**config.mk**
```make
export PLATFORM = sky130hd
export DESIGN_NAME = sample_frontend_flat
export DESIGN_NICKNAME = d
export VERILOG_FILES = /design/src/rtl/goertzel_pkg.sv /design/src/rtl/sample_frontend_if.sv /design/src/rtl/diff_rx.sv /design/src/rtl/sample_frontend.sv /design/src/flat_wrapper.sv
export SDC_FILE = /design/constraint.sdc
export NUM_CORES = 1
export LEC_CHECK = 0
export CAP_MARGIN = 20
export CORE_UTILIZATION = 49
export CTS_BUF_LIST = sky130_fd_sc_hd__clkbuf_16
export DETAILED_ROUTE_END_ITERATION = 16
export PLACE_DENSITY = 0.88
export SYNTH_ARGS = -nofsm -noshare
export SYNTH_HDL_FRONTEND = slang
export SYNTH_SLANG_ARGS = --single-unit
```
**constraint.sdc**
```tcl
create_clock -name clk -period 2.4 [get_ports clk]
set_clock_uncertainty 0.05 [all_clocks]
set_input_delay 0.36 -clock clk [delete_from_list [all_inputs] [get_ports clk]]
set_output_delay 0.36 -clock clk [all_outputs]
set_load 0.02 [all_outputs]
```
**src/rtl/goertzel_pkg.sv**
```systemverilog
// Shared types and constants for the Goertzel sample front end.
package goertzel_pkg;

  // Default frame geometry.
  localparam int NS_DEF = 100000;
  localparam int DW_DEF = 8;

  // Acquisition state of the sample front end.
  typedef enum logic [1:0] {
    IDLE,
    ARMED,
    RUN,
    DONE
  } fe_state_t;

  // Bit masks for the front-end fields of the SPI STATUS register.
  localparam logic [3:0] FE_BUSY     = 4'b0001;
  localparam logic [3:0] FE_DONE     = 4'b0010;
  localparam logic [3:0] FE_ERR_PN   = 4'b0100;
  localparam logic [3:0] FE_ERR_DROP = 4'b1000;

endpackage

```
**src/rtl/sample_frontend_if.sv**
```systemverilog
// Sample stream from the front end to every Goertzel unit.
// No ready signal: consumers always accept a strobe.
interface sample_frontend_if #(
  parameter int DW = 8,
  parameter int CW = 3
);

  logic          smp_valid_o;
  logic [DW-1:0] smp_data_o;
  logic          smp_first_o;
  logic          smp_last_o;
  logic [CW-1:0] smp_idx_o;

  // Front end drives the stream.
  modport master (
    output smp_valid_o,
    output smp_data_o,
    output smp_first_o,
    output smp_last_o,
    output smp_idx_o
  );

  // Goertzel units observe the stream.
  modport slave (
    input smp_valid_o,
    input smp_data_o,
    input smp_first_o,
    input smp_last_o,
    input smp_idx_o
  );

endinterface

```
**src/rtl/diff_rx.sv**
```systemverilog
// Registers a W-bit differential p/n bus. data_r carries the p legs;
// fault_r flags any bit whose two legs are equal (not complementary).
module diff_rx #(
  parameter int W = 1
) (
  input  logic         clk,
  input  logic         rstn,
  input  logic [W-1:0] p,
  input  logic [W-1:0] n,
  output logic [W-1:0] data_r,
  output logic         fault_r
);

  // Capture the pair and its complementarity check in one stage.
  always_ff @(posedge clk) begin
    // NOTE: state is written with <= so every flop samples pre-edge values,
    // independent of the order the simulator evaluates processes.
    if (!rstn) begin
      data_r  <= '0;
      fault_r <= 1'b0;
    end else begin
      data_r  <= p;
      fault_r <= |(p ~^ n);
    end
  end

endmodule

```
**src/rtl/sample_frontend.sv**
```systemverilog
// Differential sample receiver and frame sequencer for the Goertzel bank.
// Stage 1 (diff_rx) registers the raw pairs; stage 2 checks them, converts
// the sample to two's complement and emits exactly NS strobes per frame.
module sample_frontend
  import goertzel_pkg::*;
#(
  parameter int NS        = NS_DEF,
  parameter int DW        = DW_DEF,
  parameter int SIGNED_IN = 0,
  parameter int CW        = $clog2(NS)
) (
  input  logic              clk,
  input  logic              rstn,
  input  logic              arm_i,
  input  logic              enable_p,
  input  logic              enable_n,
  input  logic [DW-1:0]     sample_p,
  input  logic [DW-1:0]     sample_n,
  sample_frontend_if.master smp,
  output logic              busy_o,
  output logic              done_o,
  output logic              err_pn_o,
  output logic              err_drop_o,
  output logic [15:0]       pn_err_cnt_o
);

  // Stage 1: registered pairs.
  logic          en_r;
  logic          en_fault_r;
  logic [DW-1:0] smp_r;
  logic          smp_fault_r;

  diff_rx #(.W(1)) u_en_rx (
    .clk     (clk),
    .rstn    (rstn),
    .p       (enable_p),
    .n       (enable_n),
    .data_r  (en_r),
    .fault_r (en_fault_r)
  );

  diff_rx #(.W(DW)) u_smp_rx (
    .clk     (clk),
    .rstn    (rstn),
    .p       (sample_p),
    .n       (sample_n),
    .data_r  (smp_r),
    .fault_r (smp_fault_r)
  );

  // A faulted enable pair reads as low, so it ends a running frame.
  logic          en_ok;
  logic          pn_fault;
  logic [DW-1:0] smp_conv;

  assign en_ok    = en_r & ~en_fault_r;
  assign pn_fault = en_fault_r | smp_fault_r;
  // Offset binary becomes two's complement by flipping the MSB.
  assign smp_conv = (SIGNED_IN != 0) ? smp_r : {~smp_r[DW-1], smp_r[DW-2:0]};

  // Stage 2 state.
  fe_state_t     state_q;
  fe_state_t     state_d;
  logic          valid_q;
  logic [DW-1:0] data_q;
  logic          first_q;
  logic          last_q;
  logic [CW-1:0] idx_q;
  logic          err_pn_q;
  logic          err_drop_q;
  logic [15:0]   pn_err_cnt_q;

  // FSM control strobes.
  logic emit;
  logic is_first;
  logic is_last;
  logic clr_stats;
  logic set_drop;
  logic active;

  assign active = (state_q == ARMED) || (state_q == RUN);

  // State register.
  always_ff @(posedge clk) begin
    if (!rstn) state_q <= IDLE;
    else       state_q <= state_d;
  end

  // Next-state and control decode; idx_q is the index of the last emitted sample.
  always_comb begin
    // NOTE: every output gets a default before the case so no path leaves a
    // signal unassigned, which would infer a latch.
    state_d   = state_q;
    emit      = 1'b0;
    is_first  = 1'b0;
    is_last   = 1'b0;
    clr_stats = 1'b0;
    set_drop  = 1'b0;
    case (state_q)
      IDLE, DONE: begin
        if (arm_i) begin
          state_d   = ARMED;
          clr_stats = 1'b1;
        end
      end
      ARMED: begin
        if (en_ok) begin
          state_d  = RUN;
          emit     = 1'b1;
          is_first = 1'b1;
        end
      end
      RUN: begin
        if (en_ok) begin
          emit = 1'b1;
          if (idx_q + CW'(1) == CW'(NS - 1)) begin
            is_last = 1'b1;
            state_d = DONE;
          end
        end else begin
          set_drop = 1'b1;
          state_d  = DONE;
        end
      end
      default: state_d = IDLE;
    endcase
  end

  // Output stream registers and sticky status.
  always_ff @(posedge clk) begin
    if (!rstn) begin
      valid_q      <= 1'b0;
      data_q       <= '0;
      first_q      <= 1'b0;
      last_q       <= 1'b0;
      idx_q        <= '0;
      err_pn_q     <= 1'b0;
      err_drop_q   <= 1'b0;
      pn_err_cnt_q <= '0;
    end else begin
      valid_q <= emit;
      first_q <= is_first;
      last_q  <= is_last;
      if (emit) data_q <= smp_conv;

      if (clr_stats)     idx_q <= '0;
      else if (is_first) idx_q <= '0;
      else if (emit)     idx_q <= idx_q + CW'(1);

      if (clr_stats) begin
        err_pn_q     <= 1'b0;
        err_drop_q   <= 1'b0;
        pn_err_cnt_q <= '0;
      end else begin
        if (set_drop) err_drop_q <= 1'b1;
        if (active && pn_fault) begin
          err_pn_q <= 1'b1;
          if (pn_err_cnt_q != 16'hFFFF) pn_err_cnt_q <= pn_err_cnt_q + 16'd1;
        end
      end
    end
  end

  assign smp.smp_valid_o = valid_q;
  assign smp.smp_data_o  = data_q;
  assign smp.smp_first_o = first_q;
  assign smp.smp_last_o  = last_q;
  assign smp.smp_idx_o   = idx_q;

  assign busy_o       = active;
  assign done_o       = (state_q == DONE);
  assign err_pn_o     = err_pn_q;
  assign err_drop_o   = err_drop_q;
  assign pn_err_cnt_o = pn_err_cnt_q;

endmodule

```
**src/flat_wrapper.sv**
```systemverilog
// flat-port wrapper written by rule: the top's interface ports become plain ports
module sample_frontend_flat import goertzel_pkg::*;
#(
  parameter int NS        = NS_DEF,
  parameter int DW        = DW_DEF,
  parameter int SIGNED_IN = 0,
  parameter int CW        = $clog2(NS)
)
  (clk, rstn, arm_i, enable_p, enable_n, sample_p, sample_n, busy_o, done_o, err_pn_o, err_drop_o, pn_err_cnt_o, smp_smp_valid_o, smp_smp_data_o, smp_smp_first_o, smp_smp_last_o, smp_smp_idx_o);
  sample_frontend_if #(.DW(DW), .CW(CW)) smp_i ();
  input  logic clk;
  input  logic rstn;
  input  logic arm_i;
  input  logic enable_p;
  input  logic enable_n;
  input  logic [DW-1:0] sample_p;
  input  logic [DW-1:0] sample_n;
  output logic busy_o;
  output logic done_o;
  output logic err_pn_o;
  output logic err_drop_o;
  output logic [15:0] pn_err_cnt_o;
  output wire logic [$bits(smp_i.smp_valid_o)-1:0] smp_smp_valid_o;
  output wire logic [$bits(smp_i.smp_data_o)-1:0] smp_smp_data_o;
  output wire logic [$bits(smp_i.smp_first_o)-1:0] smp_smp_first_o;
  output wire logic [$bits(smp_i.smp_last_o)-1:0] smp_smp_last_o;
  output wire logic [$bits(smp_i.smp_idx_o)-1:0] smp_smp_idx_o;
  assign smp_smp_valid_o = smp_i.smp_valid_o;
  assign smp_smp_data_o = smp_i.smp_data_o;
  assign smp_smp_first_o = smp_i.smp_first_o;
  assign smp_smp_last_o = smp_i.smp_last_o;
  assign smp_smp_idx_o = smp_i.smp_idx_o;
  sample_frontend #(.NS(NS), .DW(DW), .SIGNED_IN(SIGNED_IN), .CW(CW)) u_core (.clk(clk), .rstn(rstn), .arm_i(arm_i), .enable_p(enable_p), .enable_n(enable_n), .sample_p(sample_p), .sample_n(sample_n), .smp(smp_i), .busy_o(busy_o), .done_o(done_o), .err_pn_o(err_pn_o), .err_drop_o(err_drop_o), .pn_err_cnt_o(pn_err_cnt_o));
endmodule
```
### After elaboration in Yosys (flattened, before gate mapping)

Cells that the tools add are included.

| storage, ports and cells | value |
|---|---|
| output and inout bits | 48 |
| bits of input ports | 21 |
| logic and storage cells | 54 |
| bits in registers | 59 |

| cells by class | value |
|---|---|
| add/sub/neg operators | 2 |
| eq/ne operators | 8 |
| bitwise logic cells | 7 |
| mux-type cells | 13 |
| reduce and logical (&&, ||, !) cells | 11 |

Operators by type and width:

| kind | number |
|---|---|
| 17-bit by 1-bit adder with 17-bit output, second input constant | 1 |
| 17-bit == test, second input constant | 1 |
| 16-bit by 1-bit adder with 16-bit output, second input constant | 1 |
| 16-bit inequality test, second input constant | 1 |
| 1-bit 2-to-1 mux | 8 |
| 2-bit 2-to-1 mux | 4 |
| 8-bit OR reduction | 1 |
| 8-bit bitwise XNOR | 1 |
| 2-bit one-hot mux with 3 select lines | 1 |
| 3-bit AND reduction | 2 |
| 2-bit OR reduction | 3 |
| 2-bit == test, second input constant | 2 |
| 3-bit inequality test, second input constant | 1 |
| 1-bit inverter | 3 |
| 3-bit OR reduction | 1 |
| 2-bit by 1-bit == test with 1-bit output, second input constant | 1 |
| 2-bit zero test | 1 |
| 2-bit by 1-bit inequality test with 1-bit output, second input constant | 1 |
| 2-bit inequality test, second input constant | 1 |
| 2-bit AND reduction | 1 |
| 1-bit bitwise AND | 1 |
| 1-bit logical AND | 1 |
| 1-bit logical OR | 1 |
| 1-bit OR | 1 |
| 1-bit bitwise XNOR | 1 |

### Longest topological paths before layout

Gate-level depths: netlist of run 1.

| depth | value |
|---|---|
| depth in word-level cells | 5 |
| gate-level depth with buffers | 9 |
| mapped depth without buffers | 8 |

### Hierarchy

From an unflattened synthesis of run 1, not the netlist that was laid out.

| second synthesis, totals | value |
|---|---|
| cell total of the unflattened synthesis | 313 |
| area, all modules | 2790.2 sq um |

Modules (own cells, without submodules):

| module | cells each | instances | area each (sq um) | seq. area each (sq um) |
|---|---|---|---|---|
| sample_frontend | 280 | 1 | 2406.1 | 960.9 |
| diff_rx (u_core.u_smp_rx) | 28 | 1 | 321.6 | 180.2 |
| diff_rx (u_core.u_en_rx) | 5 | 1 | 62.6 | 40.0 |

### Worst setup path after synthesis of run 1

No wires, ideal clock.

| timing | value |
|---|---|
| path kind | register to register |
| start point | register u_core.state_q[0] |
| end point | register u_core.idx_q[13] (netlist: u_core.smp.smp_idx_o[13]) |
| setup time | 0.070 ns |
| path buffers | 1 |
| period minus slack after synthesis | 2.232 ns |
| cell stages (with the launch flop) | 9 |
| data required time | 2.280 ns |
| path slack | 0.168 ns |
| arrival time | 2.112 ns |
| cells stage by stage | dfxtp_1 inv_1 ha_1 inv_1 nand2_2 or3_1 buf_2 or3_1 a21oi_1 |

| between the ends | value |
|---|---|
| longest elaborated chain between the ends | 4 |
| elaborated cells between the ends (all ways) | 10 |
| those cells by class | 3 x eq/ne; 3 x mux; 4 x reduce/logical |

RTL lines:

| item | line | source |
|---|---|---|
| from (decl) | sample_frontend.sv:62 | `fe_state_t state_q;` |
| from (signal assigned) | sample_frontend.sv:86 | `else state_q <= state_d;` |
| 2-bit == test / 2-bit zero test (equally long branches) | sample_frontend.sv:99 | `case (state_q)` |
| 2-bit OR reduction | sample_frontend.sv:99 |  |
| 1-bit 2-to-1 mux | sample_frontend.sv:99 |  |
| 3-bit OR reduction (no source line) | n/a |  |
| to (signal assigned) | sample_frontend.sv:148 | `else if (emit) idx_q <= idx_q + CW'(1);` |
| to (decl) | sample_frontend.sv:68 | `logic [CW-1:0] idx_q;` |

Several ways; a longest one is shown, not always the timed one.
A chain may end at the register's enable or synchronous reset.

### Worst setup path after layout of run 1

| timing | value |
|---|---|
| start point | register u_core.idx_q[1] (netlist: u_core.smp.smp_idx_o[1]) |
| end point | register u_core.state_q[0] |

| between the ends | value |
|---|---|
| longest elaborated chain between the ends | 4 |

RTL lines:

| item | line | source |
|---|---|---|
| 17-bit by 1-bit adder with 17-bit output | sample_frontend.sv:116 | `if (idx_q + CW'(1) == CW'(NS - 1)) begin` |
| 17-bit == test | sample_frontend.sv:116 |  |
| 3-bit inequality test (no source line) | n/a |  |
| 3-bit AND reduction (no source line) | n/a |  |

No other way between the ends.

==> results by group, run 1 <==
Clock tree
  – Root Buffer: clkbuf_16
  – Longest Clk Path Bufs: 2
  – Cts bufs inserted: 9
  – Clk_lat worst skew: 320 ps
  – TritonCTS clock tree: yes
  – Clk slew on worst S/H paths: 50 ps
  – Postcts setup bufs: 0
  – H-tree depth: 3
  – CTS sink count: 59

Worst hold path
  – Worst Hold Class: flip-flop to flip-flop

Final layout
  – Number of antenna repair diodes: 0
  – P&R area growth vs syn: 35.3%
  – Share of cells above drive strength 1: 10.0%
  – Net count, final: 423
  – FF+latch area: 1180 sq um
  – Final instance area: 3870 sq um
  – Area of the multi-input gates: 1570 sq um
  – Filler Cell Count: 436

Yosys
  – Ys Warns: 0
  – Number of cells produced by synthesis: 324
  – Synth unique cells: 53
  – Synth Flop Type: dfxtp_1
  – Register area share after synthesis: 41.3%
  – Mean Syn Cell Area: 8.82 sq um
  – Asr flop ratio synth: 0%
  – Post-synth EDFFs: 0
  – Syn Std Cell Area: 2860 sq um
  – Synth Register Bits: 59
  – Top cells by area, synth: dfxtp_1 41%, xnor2_1 7.4%, nor2_1 5.4%
  – Share of the synthesized area in the top cell type: 41.3%
  – Cell accounting for the most synthesized area: dfxtp_1
  – Syn_nets: 352

Critical path
  – CP Launch Type: flip-flop
  – Required time worst endpoint: 2550 ps
  – WS Path Type: flip-flop to flip-flop
  – CP arrival: 2420 ps
  – Crit path max fanout: 11
  – R2R Setup Slk: 130 ps
  – Worst setup EP type: flip-flop

STA
  – Slew Limit Fails: 0
  – Final setup TNS: 0 ps
  – Fin Hold WS: 400 ps
  – RSZ-0062 raised after global routing: false
  – Worst Max-Slew Pin Slew: 527 ps
  – Fin. Hold Viols: 0
  – Final min period: 2270 ps
  – Tcrit/Tclk final: 94.5%
  – Max Clk Rate: 441 MHz
  – Final setup violation count: 0
  – Rel. slew slack: 64.9%

Detailed routing
  – First-iteration detailed-routing DRC count: 270
  – Top layer in use: met4
  – Wl on met1: 2830 um
  – Drt wl/cell: 14.3 um
  – Avg Vias per Cell: 5.49
  – Met2 WL: 3330 um
  – Routed met3 length: 396 um
  – Drt drc: 0
  – Post-route ant nets: 0
  – Via count: 2,592
  – Pre-antenna DRT Iters: 5
  – Final wirelength: 6760 um

Flow run
  – Max Cap Violations: 0

Floorplanning
  – Die W: 78.4 um
  – Core Rows: 27
  – Die area: 6140 sq um
  – CORE AREA: 5570 sq um
  – I/O pin count: 69
  – Die Y-Extent: 78.4 um
  – Initial Util: 51.3%

Global routing
  – GRT Total Usage: 23.8%
  – Grt total ovfl: 0
  – Vias in the first global route: 2,467
  – Largest net degree at the start of global routing: 27
  – Initial antenna violation count: 0
  – First-pass GRT wire length: 11,200 um

Place
  – Post-DP HPWL: 4880 um
  – Placed cell areas: 3600 sq um
  – Placer congestion estimate: 0.912
  – Port buffer count: 68

Pwr
  – Peak supply drop: 0.000599 V
  – Total Power: 2810 uW
  – Pwr dens: 727 nW/um^2
  – LEAKAGE: 0.00135 uW

Status
  – Outcome: finished clean
[per-stage QoR]
step / setup slack [ps] / std cells / utilization [%]
after CTS: 34.3 / 472 / 69.3
final: 133 / 472 / 69.4
after detailed placement: 139 / 456 / 64.6
after global routing: 1.74 / 472 / 69.4
after floorplan: 168 / 324 / -
after global placement: 258 / 456 / 64.6
[area by class of cell]
cell class,count,share of cell area (%)
timing repair buffer,75,19.0
inverter,7,0.679
tap,72,2.33
multi-input combinational,243,40.7
sequential,59,30.5
clock inverter,7,0.970
clock buffer,9,5.82
[state kept, by name, indices dropped and copies added, names as in the netlist]
register and flops:
u_core.err_drop_o 1, u_core.err_pn_o 1, u_core.pn_err_cnt_o 16, u_core.smp.smp_data_o 8
u_core.smp.smp_first_o 1, u_core.smp.smp_idx_o 17, u_core.smp.smp_last_o 1, u_core.smp.smp_valid_o 1
u_core.state_q 2, u_core.u_en_rx.data_r 1, u_core.u_en_rx.fault_r 1, u_core.u_smp_rx.data_r 8
u_core.u_smp_rx.fault_r 1
[kinds of logic (layout without fill, tap and decap cells)]
family / count (synthesis) / after routing / share of synthesized area, %
buffers and inverters: 22 / 98 / 3.76
DFF: 59 / 59 / 41.3
adders and majority gates: 7 / 7 / 3.06
muxes: 4 / 4 / 1.40
and+or+nand+nor: 159 / 159 / 29.8
xor gates and xnor gates: 36 / 36 / 11.0
AOI/OAI and AO/OA: 37 / 37 / 9.58
[synthesized netlist by cell type (5+ instances only)]
library cell and count:
dfxtp_1 59, nor2_1 41, nand2_1 37, xnor2_1 24, nand3_1 17, xor2_1 12, and2_1 11, nand4_1 10
a21boi_0 8, a21oi_1 7, and3_1 7, clkbuf_1 7, ha_1 7, inv_1 7, nor3_1 6, o21ai_0 5
or3_1 5
[layer usage]
metal / vias up / track usage, %
met1: 1186 / 27.6
met2: 117 / 40.9
met5: - / 0
met4: 0 / 12.6
li1: 1264 / -
met3: 25 / 4.88
[worst paths after layout]
check | start | to | cells past startpoint
min | u_core.u_smp_rx.data_r[2]$_SDFF_PN0_ | u_core.smp.smp_data_o[2]$_SDFFE_PN0P_ | 2
min reg2reg | u_core.u_smp_rx.data_r[2]$_SDFF_PN0_ | u_core.smp.smp_data_o[2]$_SDFFE_PN0P_ | 2
max reg2reg | u_core.smp.smp_idx_o[1]$_SDFFE_PP0P_ | u_core.state_q[0]$_SDFFE_PN0P_ | 7
max | u_core.smp.smp_idx_o[1]$_SDFFE_PP0P_ | u_core.state_q[0]$_SDFFE_PN0P_ | 7
[cells in the final DEF, fill, tap and decap left out, types with 3 or more instances in the layout]
cell	count
clkinv_2	3
a31oi_1	4
nand4_1	10
a21oi_1	7
inv_1	9
nor4_1	3
buf_4	7
nor3_1	6
xor2_1	12
nor2_1	41
and3_1	7
a211oi_1	3
o21ai_0	4
or3_1	5
clkdlybuf4s50_1	67
ha_1	6
xnor2_1	24
mux2i_1	4
clkbuf_16	9
a21boi_0	8
and2_1	11
nand2_1	37
nand3_1	17
dfxtp_1	59
[power by group]
| part | leakage, uW | total, uW | internal [uW] | switching [uW] |
|---|---|---|---|---|
| clock | 0.000134 | 1120 | 683 | 433 |
| sequential | 0.000479 | 1090 | 1040 | 51.9 |
| combinational | 0.000735 | 606 | 254 | 351 |
| total | 0.00135 | 2810 | 1980 | 836 |
[worst max-delay path, stage by stage, from the launching register on]
cell	delay, ps
dfxtp_1	530
ha_1	210
or4b_1	460
nor3b_2	250
nor3b_2	210
o2111a_2	230
a21oi_2	70
mux2i_1	140
[what timing repair did]
item	CTS	global route
gates resized for setup	0	3
endpoints found under the hold margin	0	0
hold buffers	0	0
setup endpoints to repair	0	5
(Power assumes the default switching activity.)
==> run 2, diff against run 1 <==
- CORE_MARGIN: default -> 2
==> run 2 against run 1 <==
  * Sequential share of layout area decreased by 0.20 points
  * Cell area increased by 0.87%
  * Sequential power hardly changed
  * Clock power grew 9%
  * Utilization increased by 0.61 points
  * Die area up 5.2%
  * Power increased by 3.6%
  * Routed wire length grew 2.0%
  * Final cell count is the same
  * Non-clock buffer count did not move
  * Maximum frequency rose by 1.0%
  * Critical path depth unchanged
  * Critical path type unchanged
  * Largest cell class unchanged
  * Largest power group unchanged
==> results by group, run 2 (synthesis gave the netlist of run 1 again) <==
Global routing
  – Grt total ovfl: 0
  – First-pass GRT wire length: 11,400 um
  – Initial antenna violation count: 0
  – Vias in the first global route: 2,467
  – Largest net degree at the start of global routing: 27
  – GRT Total Usage: 22.9%

STA
  – Max Clk Rate: 446 MHz
  – Rel. slew slack: 61.7%
  – RSZ-0062 raised after global routing: false
  – Slew Limit Fails: 0
  – Final min period: 2240 ps
  – Worst Max-Slew Pin Slew: 575 ps
  – Final setup violation count: 0
  – Fin. Hold Viols: 0
  – Tcrit/Tclk final: 93.5%
  – Final setup TNS: 0 ps

Floorplanning
  – CORE AREA: 5570 sq um
  – Die Y-Extent: 80.4 um
  – Core Rows: 27
  – I/O pin count: 69
  – Die W: 80.4 um
  – Initial Util: 51.3%
  – Die area: 6460 sq um

Final layout
  – Fin util: 70.0%
  – Final non-filler cell total: 472
  – Largest register FFs: 17
  – Net count, final: 423
  – Share of cells above drive strength 1: 10.8%
  – P&R area growth vs syn: 36.5%
  – Number of antenna repair diodes: 0
  – Commonest cells after routing, fill and taps aside: 67 x clkdlybuf4s50_1, 57 x dfxtp_1, 41 x nor2_1, 37 x nand2_1, 24 x xnor2_1
  – Commonest non-fill, non-tap cell in the layout: clkdlybuf4s50_1

Critical path
  – Critical-path cell list: ha_2 > nand3_1 > nor2_1 > a31oi_1 > a2111oi_2 > nand4_1 > nor3_2
  – WS Path Type: flip-flop to flip-flop
  – Required time worst endpoint: 2600 ps
  – FF-to-FF End: u_core.smp.smp_last_o$_SDFF_PN0_
  – Reg-to-reg startpoint: u_core.smp.smp_idx_o[1]$_SDFFE_PP0P_
  – Worst-case reg-to-reg path depth: 7
  – Crit path max-delay cell type: a2111oi_2
  – WP buf/inv: 0
  – CP Launch Type: flip-flop
  – CP arrival: 2450 ps
  – Worst setup EP type: flip-flop
  – Crit path max fanout: 11
  – R2R Setup Slk: 160 ps
  – Number of cells on the critical path: 7
  – CP max stage delay: 460 ps
  – Critical Path Source: u_core.smp.smp_idx_o[1]$_SDFFE_PP0P_
  – Top delay family on crit path: simple AND/OR/NAND/NOR gates
  – Crit path to: u_core.smp.smp_last_o$_SDFF_PN0_

Clock tree
  – Clk_lat worst skew: 320 ps
  – TritonCTS clock tree: yes
  – Clk slew on worst S/H paths: 50 ps
  – H-tree depth: 3
  – Root Buffer: clkbuf_16
  – Longest Clk Path Bufs: 2
  – CTS sink count: 59
  – Cts bufs inserted: 9
  – Postcts setup bufs: 0

Place
  – Post-DP HPWL: 4850 um
  – Placer congestion estimate: 0.894
  – Port buffer count: 68
  – Placed instance count: 456

Flow run
  – Max Cap Violations: 0

Detailed routing
  – Routed met3 length: 451 um
  – Drt drc: 0
  – Top layer in use: met4
  – First-iteration detailed-routing DRC count: 213
  – Final wirelength: 6900 um
  – Via count: 2,608
  – Pre-antenna DRT Iters: 5
  – Post-route ant nets: 0
  – Wl on met1: 2830 um
  – Met2 WL: 3330 um
  – Avg Vias per Cell: 5.53
  – Drt wl/cell: 14.6 um

Pwr
  – Internal Power: 2080 uW
  – Flop pwr share: 37.7%
  – Pwr dens: 747 nW/um^2
  – Clock power share: 41.8%
  – Switching Fraction: 28.6%
  – Total Power: 2920 uW
  – Sw power: 835 uW
  – LEAKAGE: 0.00135 uW
  – Logic gate share of total power: 20.5%
  – Peak supply drop: 0.000605 V

Worst hold path
  – Worst Hold Class: flip-flop to flip-flop

Status
  – Outcome: finished clean
[run 2: routing by layer]
layer  global-route usage (%)  vias up
met5                        0        -
met4                     14.1        0
met3                     4.83       30
met2                     37.3      115
met1                     27.4     1209
li1                         -     1254
[run 2: area by class of cell]
class                   instances  area (sq um)
clock buffers                   9           225
clock inverters                 7          58.8
fillers                       427          1670
inverters                       7          26.3
multi-input cells             243          1580
flip-flops and latches         59          1180
well taps                      72          90.1
repair buffers                 75           736
[run 2: power by group through the flow]
stage	logic, uW	registers [uW]	clock network [uW]
after detailed placement	596	1110	0
after global routing	661	1110	1270
after floorplan	339	1140	0
after global placement	582	1110	0
after CTS	603	1100	1230
final	599	1100	1220
[run 2: what timing repair did]
action,CTS,global route
setup endpoints to repair,0,6
hold endpoints to repair,0,0
hold buffers,0,0
resized for setup,0,6
[run 2: through the flow]
step | setup WS [ps] | hold slack (ps) | area, sq um
finish | 156 | 397 | 3900
global route | 16.0 | 418 | 3900
CTS | 32.4 | 400 | 3880
detailed placement | 119 | 393 | 3600
global placement | 284 | 381 | 3600
floorplan | 168 | 376 | 2860
[run 2: worst min-delay path by stage]
stage	startpoint	to	slack, ps	cells past startpoint
6_report	u_core.u_smp_rx.data_r[0]$_SDFF_PN0_	u_core.smp.smp_data_o[0]$_SDFFE_PN0P_	400	2
4_1_cts	u_core.u_smp_rx.data_r[0]$_SDFF_PN0_	u_core.smp.smp_data_o[0]$_SDFFE_PN0P_	400	2
2_1_floorplan	u_core.u_smp_rx.data_r[0]$_SDFF_PN0_	u_core.smp.smp_data_o[0]$_SDFFE_PN0P_	380	2
3_3_place_gp	u_core.u_smp_rx.data_r[3]$_SDFF_PN0_	u_core.smp.smp_data_o[3]$_SDFFE_PN0P_	380	2
5_1_grt	u_core.u_smp_rx.data_r[3]$_SDFF_PN0_	u_core.smp.smp_data_o[3]$_SDFFE_PN0P_	420	2
3_5_place_dp	u_core.u_smp_rx.data_r[0]$_SDFF_PN0_	u_core.smp.smp_data_o[0]$_SDFFE_PN0P_	390	2
[run 2: worst reg2reg max path, cell delays in order, from the launching register on]
cell and delay, ps:
dfxtp_2 440, ha_2 320, nand3_1 160, nor2_1 210, a31oi_1 140, a2111oi_2 460, nand4_1 190, nor3_2 200
==> run 3, diff against run 2 <==
- RECOVER_POWER: default -> 25
==> run 3 against run 2 <==
  * Clock power is essentially flat
  * Worst setup slack lost 25 ps
  * Sequential cell count is the same
  * Sequential power is essentially flat
  * Final cell count is the same
  * Critical path type unchanged
  * Highest routed layer unchanged
  * Largest cell class unchanged
  * Cell area is essentially flat
  * Critical path depth is the same
  * Die area is the same
==> results by group, run 3 (synthesis gave the netlist of run 1 again) <==
Global routing
  – Vias in the first global route: 2,467
  – Largest net degree at the start of global routing: 27
  – Initial antenna violation count: 0
  – Grt total ovfl: 0
  – GRT Total Usage: 22.9%
  – First-pass GRT wire length: 11,400 um

Clock tree
  – Longest Clk Path Bufs: 2
  – Cts hold-fix bufs: 0
  – TritonCTS clock tree: yes
  – Cts bufs inserted: 9
  – CTS sink count: 59
  – H-tree depth: 3
  – Postcts setup bufs: 0
  – Root Buffer: clkbuf_16
  – Clk slew on worst S/H paths: 50 ps
  – Clk_lat worst skew: 320 ps

Final layout
  – Net count, final: 423
  – Number of antenna repair diodes: 0
  – Final non-filler cell total: 472
  – Commonest non-fill, non-tap cell in the layout: dfxtp_1
  – Fin util: 69.9%
  – P&R area growth vs syn: 36.4%
  – Commonest cells after routing, fill and taps aside: 57 x dfxtp_1, 55 x clkdlybuf4s50_1, 41 x nor2_1, 37 x nand2_1, 24 x xnor2_1
  – Share of cells above drive strength 1: 10.5%
  – Largest register FFs: 17

Place
  – Post-DP HPWL: 4850 um
  – Placed instance count: 456
  – Port buffer count: 68
  – Placer congestion estimate: 0.894

Worst hold path
  – Min-Delay Endpoint: u_core.smp.smp_data_o[0]$_SDFFE_PN0P_
  – Hold path cells: 2
  – Hold path start: u_core.u_smp_rx.data_r[0]$_SDFF_PN0_
  – Worst Hold Class: flip-flop to flip-flop

Detailed routing
  – Drt drc: 0
  – First-iteration detailed-routing DRC count: 236
  – Final wirelength: 6910 um
  – Avg Vias per Cell: 5.52
  – Via count: 2,604
  – Post-route ant nets: 0
  – Drt wl/cell: 14.6 um
  – Pre-antenna DRT Iters: 5

Critical path
  – CP Launch Type: flip-flop
  – Worst-case reg-to-reg path depth: 7
  – WS Path Type: flip-flop to flip-flop
  – Worst setup EP type: flip-flop
  – Required time worst endpoint: 2600 ps
  – R2R Setup Slk: 130 ps
  – Reg-to-reg startpoint: u_core.smp.smp_idx_o[1]$_SDFFE_PP0P_
  – Crit path max fanout: 11
  – FF-to-FF End: u_core.smp.smp_last_o$_SDFF_PN0_
  – CP arrival: 2470 ps

STA
  – RSZ-0062 raised after global routing: false
  – Fin Hold WS: 400 ps
  – Final setup TNS: 0 ps
  – Fin. Hold Viols: 0
  – Final min period: 2270 ps
  – Tcrit/Tclk final: 94.5%
  – Final setup violation count: 0
  – Slew Limit Fails: 0
  – Max Clk Rate: 441 MHz
  – Rel. slew slack: 45.4%
  – Worst Max-Slew Pin Slew: 819 ps

Status
  – Outcome: finished clean

Pwr
  – LEAKAGE: 0.00138 uW
  – Pwr dens: 746 nW/um^2
  – Peak supply drop: 0.000605 V

Floorplanning
  – Die area: 6460 sq um
  – Die W: 80.4 um
  – CORE AREA: 5570 sq um
  – I/O pin count: 69
  – Initial Util: 51.3%
  – Core Rows: 27
  – Die Y-Extent: 80.4 um

Flow run
  – Max Cap Violations: 0
[run 3: worst max-delay path by stage]
stage | startpoint | end | cells after the start
after global placement | u_core.state_q[0]$_SDFFE_PN0P_ | u_core.pn_err_cnt_o[15]$_SDFFE_PP0P_ | 8
after floorplan | u_core.state_q[0]$_SDFFE_PN0P_ | u_core.smp.smp_idx_o[13]$_SDFFE_PP0P_ | 8
after detailed placement | u_core.smp.smp_idx_o[1]$_SDFFE_PP0P_ | u_core.smp.smp_last_o$_SDFF_PN0_ | 7
after CTS | u_core.state_q[0]$_SDFFE_PN0P_ | busy_o | 4
final | u_core.smp.smp_idx_o[1]$_SDFFE_PP0P_ | u_core.smp.smp_last_o$_SDFF_PN0_ | 7
after global routing | u_core.smp.smp_idx_o[1]$_SDFFE_PP0P_ | u_core.smp.smp_last_o$_SDFF_PN0_ | 7
[run 3: layout make-up]
class | instances | area (sq um)
clock buffers | 9 | 225
clock inverters | 7 | 58.8
fillers | 427 | 1680
inverters | 7 | 26.3
multi-input cells | 243 | 1580
flip-flops and latches | 59 | 1180
well taps | 72 | 90.1
repair buffers | 75 | 732
[run 3: worst max-delay path: stages, from the launching register on]
cell and delay, ps:
dfxtp_2 430, ha_2 320, nand3_1 160, nor2_1 210, a31oi_1 140, a2111oi_2 460, nand4_1 190, nor3_2 220
[run 3: repair_timing]
item,in CTS,in global routing
endpoints found under the setup margin,0,6
hold endpoints to repair,0,0
gates resized for setup,0,6
[run 3: metal layers]
layer | track usage [%] | up-vias | wire length, um
li1 | - | 1255 | -
met1 | 27.4 | 1190 | 2860
met2 | 37.3 | 130 | 3300
met3 | 4.83 | 29 | 489
met4 | 14.1 | 0 | 264
met5 | 0 | - | 0
[run 3: power breakdown]
part           switching, uW  internal [uW]
logic                    346            244
registers               55.9           1040
clock network            434            787
[run 3: through the flow]
| step | area [sq um] | setup slack (ps) | total power [uW] |
|---|---|---|---|
| 2_1_floorplan | 2860 | 168 | 1480 |
| 3_3_place_gp | 3600 | 284 | 1690 |
| 3_5_place_dp | 3600 | 119 | 1710 |
| 4_1_cts | 3880 | 32.4 | 2930 |
| 5_1_grt | 3900 | 15.6 | 3030 |
| 6_report | 3900 | 131 | 2910 |
==> variant 1, RTL diff (config.mk and constraints of run 3) <==
Register the inputs `arm_i`, `enable_p`, `enable_n`, `sample_p` and `sample_n` before use. The logic sees them one clock later. The other inputs are not delayed to match.
--- a/src/rtl/sample_frontend.sv
+++ b/src/rtl/sample_frontend.sv
@@ -24,6 +24,20 @@
   output logic [15:0]       pn_err_cnt_o
 );
 
+  logic arm_q;
+  logic enable_p_q;
+  logic enable_n_q;
+  logic [DW-1:0] sample_p_q;
+  logic [DW-1:0] sample_n_q;
+
+  always_ff @(posedge clk) begin
+    arm_q      <= arm_i;
+    enable_p_q <= enable_p;
+    enable_n_q <= enable_n;
+    sample_p_q <= sample_p;
+    sample_n_q <= sample_n;
+  end
+
   // Stage 1: registered pairs.
   logic          en_r;
   logic          en_fault_r;
@@ -33,8 +47,8 @@
   diff_rx #(.W(1)) u_en_rx (
     .clk     (clk),
     .rstn    (rstn),
-    .p       (enable_p),
-    .n       (enable_n),
+    .p       (enable_p_q),
+    .n       (enable_n_q),
     .data_r  (en_r),
     .fault_r (en_fault_r)
   );
@@ -42,8 +56,8 @@
   diff_rx #(.W(DW)) u_smp_rx (
     .clk     (clk),
     .rstn    (rstn),
-    .p       (sample_p),
-    .n       (sample_n),
+    .p       (sample_p_q),
+    .n       (sample_n_q),
     .data_r  (smp_r),
     .fault_r (smp_fault_r)
   );
@@ -98,7 +112,7 @@
     set_drop  = 1'b0;
     case (state_q)
       IDLE, DONE: begin
-        if (arm_i) begin
+        if (arm_q) begin
           state_d   = ARMED;
           clr_stats = 1'b1;
         end
Function: changed (Yosys sat finds a counterexample within 4 cycles, from zero or initial values and one cycle with rstn low).
==> variant 1 against run 3 <==
  * Worst setup slack lost 21 ps
  * Worst hold slack gained 1.7 ps
  * Utilization shrank 1.6 points
  * Wire length grew 1.3%
  * Synthesized area grew 12%
  * Power grew 19%
  * Sequential cell count grew 19
  * Design area grew 11%
  * Via count grew 6.1%
==> variant 1: results (changes against run 3) <==
{| class="wikitable"
! Metric !! Value
|-
| Run status || finished, final reports clean
|-
| Inverter count of the layout excluding clock inverters || 9 (+2)
|-
| Placement-stage cell area || 3990 sq um (+11%)
|-
| Slowest stage delay, CP || 500 ps (+40 ps)
|-
| Clock-cell share || 0.0744 (+0.00152)
|-
| Area overhead of the layout relative to synthesis || 35.4%
|-
| Area share of xor/xnor cells in the synthesized design || 0.117 (+0.00720)
|-
| Post-placement setup slack || 18.3 ps (-101 ps)
|-
| GR Util met1 || 0.232 (-0.0425)
|-
| Starting DRT DRC Count || 118 (-50%)
|-
| Register area share after synthesis || 0.487 (+0.0740)
|-
| Fraction of layout instances using a drive strength above 1 || 0.0820 (-0.0230)
|-
| Lkg Pwr || 1.64 nW (+18%)
|-
| Slowest cell on the critical path || o41a_1
|-
| First-pass GRT wire length || 11500 um (+0.84%)
|-
| Placed Cells incl. Taps || 488 (+7.0%)
|-
| Pint || 2.52 mW (+22%)
|-
| Largest driver fanout on the critical path || 8 (-3)
|-
| Non-Clock Buffer Area Fraction || 0.175 (-0.0131)
|-
| Non-Filler Cell Area, Final || 4340 sq um (+11%)
|-
| Number of library cell types mapped by synthesis || 43 (-19%)
|-
| Compound-Gate Fraction of Synth Area || 0.0734 (-0.0225)
|-
| GR Util met2 || 0.337 (-0.0362)
|-
| Vias || 2764 (+6.1%)
|-
| Multiplexer share of the synthesized area || 0.00625 (-0.00776)
|-
| Multi-input combinational gate total || 245 (+0.82%)
|-
| Synthesized area divided by synthesized cell count || 9.21 sq um (+4.4%)
|-
| Tightest slew margin relative to the limit || 0.411 (-0.0433)
|-
| Met3 routed WL || 418 um (-15%)
|-
| Data arrival time at the worst-slack endpoint || 2420 ps (-50 ps)
|-
| Final weighted congestion of routability-driven global placement || 0.972 (+8.8%)
|-
| Synth area leaders || dfxtp_1, xor2_1, nor2_1, xnor2_1, nand2_1
|-
| Filler Cells Inserted || 515 (+21%)
|-
| Sequential cell count of the final layout || 78 (+32%)
|-
| Number of non-clock buffers || 79 (+5.3%)
|-
| Net total in the final layout || 451 (+6.6%)
|-
| DRT met1 WL || 2830 um (-0.88%)
|-
| Post-Route WL || 7000 um (+1.3%)
|-
| Met2 wire length || 3540 um (+7.1%)
|-
| Global Route met3 Usage || 0.0603 (+0.0120)
|-
| Area of combinational cells with multiple inputs || 1560 sq um (-1.2%)
|-
| Post-Synthesis Net Count || 377 (+7.1%)
|-
| Detail Placement HPWL || 4870 um (+0.30%)
|-
| Via count of the first global-routing pass || 2546 (+3.2%)
|-
| VDD IR max || 0.617 mV (+2.0%)
|}
==> variant 1: final timing paths <==
kind                                  start                  endpoint  slack (ps)  cells after the start
setup / recovery   u_core.smp.smp_idx_o[11]         u_core.state_q[0]         110                      6
hold / removal    u_core.u_smp_rx.data_r[0]  u_core.smp.smp_data_o[0]         400                      2
setup reg to reg   u_core.smp.smp_idx_o[11]         u_core.state_q[0]         110                      6
hold reg to reg   u_core.u_smp_rx.data_r[0]  u_core.smp.smp_data_o[0]         400                      2
==> variant 1: timing repair <==
action / 4_1_cts / 5_1_grt
endpoints found under the hold margin: 0 / 0
endpoints found under the setup margin: 1 / 3
hold buffers: 0 / 0
cloned: 0 / 0
gates resized for setup: 1 / 8
setup buffers: 0 / 0
==> variant 1: power groups by stage <==
stage               registers [mW]  logic, mW  clock network (mW)
floorplan                     1.49      0.326                   0
global placement              1.46      0.577                   0
detailed placement            1.47      0.596                   0
CTS                           1.44      0.588                1.48
global route                  1.45      0.639                1.54
finish                        1.44      0.576                1.45
==> variant 2, RTL diff (settings of run 3) <==
Without the edit above. `SIGNED_IN` is set to 0 in 2 places; all go to 1.
--- a/src/rtl/sample_frontend.sv
+++ b/src/rtl/sample_frontend.sv
@@ -6,7 +6,7 @@
 #(
   parameter int NS        = NS_DEF,
   parameter int DW        = DW_DEF,
-  parameter int SIGNED_IN = 0,
+  parameter int SIGNED_IN = 1,
   parameter int CW        = $clog2(NS)
 ) (
   input  logic              clk,
--- a/src/flat_wrapper.sv
+++ b/src/flat_wrapper.sv
@@ -3,7 +3,7 @@
 #(
   parameter int NS        = NS_DEF,
   parameter int DW        = DW_DEF,
-  parameter int SIGNED_IN = 0,
+  parameter int SIGNED_IN = 1,
   parameter int CW        = $clog2(NS)
 )
   (clk, rstn, arm_i, enable_p, enable_n, sample_p, sample_n, busy_o, done_o, err_pn_o, err_drop_o, pn_err_cnt_o, smp_smp_valid_o, smp_smp_data_o, smp_smp_first_o, smp_smp_last_o, smp_smp_idx_o);
Check against the original RTL: not equivalent (a bounded check fails within 4 cycles, from zero or initial values and one cycle with rstn low).
==> variant 2 against run 3 <==
  * Sequential cell count unchanged
  * Count of clock-buffer cells in the layout unchanged
  * Worst hold slack got worse by 4.1 ps
  * Critical path type unchanged
  * Largest power group is now sequential cells
  * Design area decreased by 1.7%
  * Wire length about the same
  * Worst setup slack improved by 110 ps
  * Synthesized area decreased by 1.7%
  * Power decreased by 6.1%
==> variant 2: results (changes against run 3) <==
{| class="wikitable"
! Metric !! Value
|-
| Total routing usage reported by global routing || 0.231 (+0.00195)
|-
| Net Switching || 783 uW (-6.3%)
|-
| Area overhead of the layout relative to synthesis || 36.4% (about the same)
|-
| Run status || finished, final reports clean
|-
| Multi-input combinational gate total || 242 (-0.41%)
|-
| Placed Cells incl. Taps || 458 (+0.44%)
|-
| Met2 wire length || 3500 um (+5.9%)
|-
| Sequential cell count of the final layout || 59 (unchanged)
|-
| Global Route met3 Usage || 0.0554 (+0.00712)
|-
| Slew @ Worst Pin || 909 ps (+90.2 ps)
|-
| Via count of the first global-routing pass || 2452 (-0.61%)
|-
| First-pass GRT wire length || 11300 um (-0.31%)
|-
| Post-placement setup slack || 125 ps (+6.31 ps)
|-
| Area of combinational cells with multiple inputs || 1530 sq um (-3.6%)
|-
| Post-Synthesis Net Count || 351 (-0.28%)
|-
| VDD IR max || 0.559 mV (-7.5%)
|-
| GR Util met2 || 0.382 (+0.00902)
|-
| Number of non-clock buffers || 78 (+4.0%)
|-
| Detail Placement HPWL || 4670 um (-3.7%)
|-
| Category of cells accounting for the largest share of critical-path delay || compound AO/OA/AOI/OAI gates
|-
| Slowest stage delay, CP || 400 ps (-60 ps)
|-
| Clock share of power || 0.398 (-0.022)
|-
| Lkg Pwr || 1.43 nW (+3.7%)
|-
| Clock-cell share || 0.0663 (-0.00660)
|-
| Slowest cell on the critical path || dfxtp_2
|-
| Switching power share of the total || 0.287 (-0.000648)
|-
| Met3 routed WL || 306 um (-37%)
|-
| Mean number of vias per cell || 5.34 (-3.1%)
|-
| Share of cell area taken by flip-flops and latches || 0.309 (+0.00515)
|-
| Final weighted congestion of routability-driven global placement || 0.871 (-2.5%)
|-
| Synth top cells by count || dfxtp_1, nand2_1, nor2_1
|-
| Non-Clock Buffer Area Fraction || 0.197 (+0.00906)
|}
variant 2: changes by cell type after synthesis, moves of 4 or more:
cell,change
nand2b_1,+5
nor2_1,-6
buf_4,-4
xor2_1,+5
variant 2: path summary, 6_finish.rpt:
path	cells past startpoint	to	start	slack [ps]
max	7	u_core.state_q[0]	u_core.smp.smp_idx_o[0]	240
min	2	u_core.smp.smp_data_o[5]	u_core.u_smp_rx.data_r[5]	400
max reg2reg	7	u_core.state_q[0]	u_core.smp.smp_idx_o[0]	240
min reg2reg	2	u_core.smp.smp_data_o[5]	u_core.u_smp_rx.data_r[5]	400
variant 2: repair_timing:
item	CTS	global route
setup endpoints to repair	0	3
hold endpoints to repair	0	0
gates resized for setup	0	5
variant 2: cells by family after synthesis:
group | share of synthesized area
XOR/XNOR | 0.118
multiplexers | 0.0178
buffers and inverters | 0.0405
AND/OR/NAND/NOR | 0.278
adder cells (fa/ha/maj) | 0.0312
flip-flops | 0.420
AO/OA/AOI/OAI | 0.0935
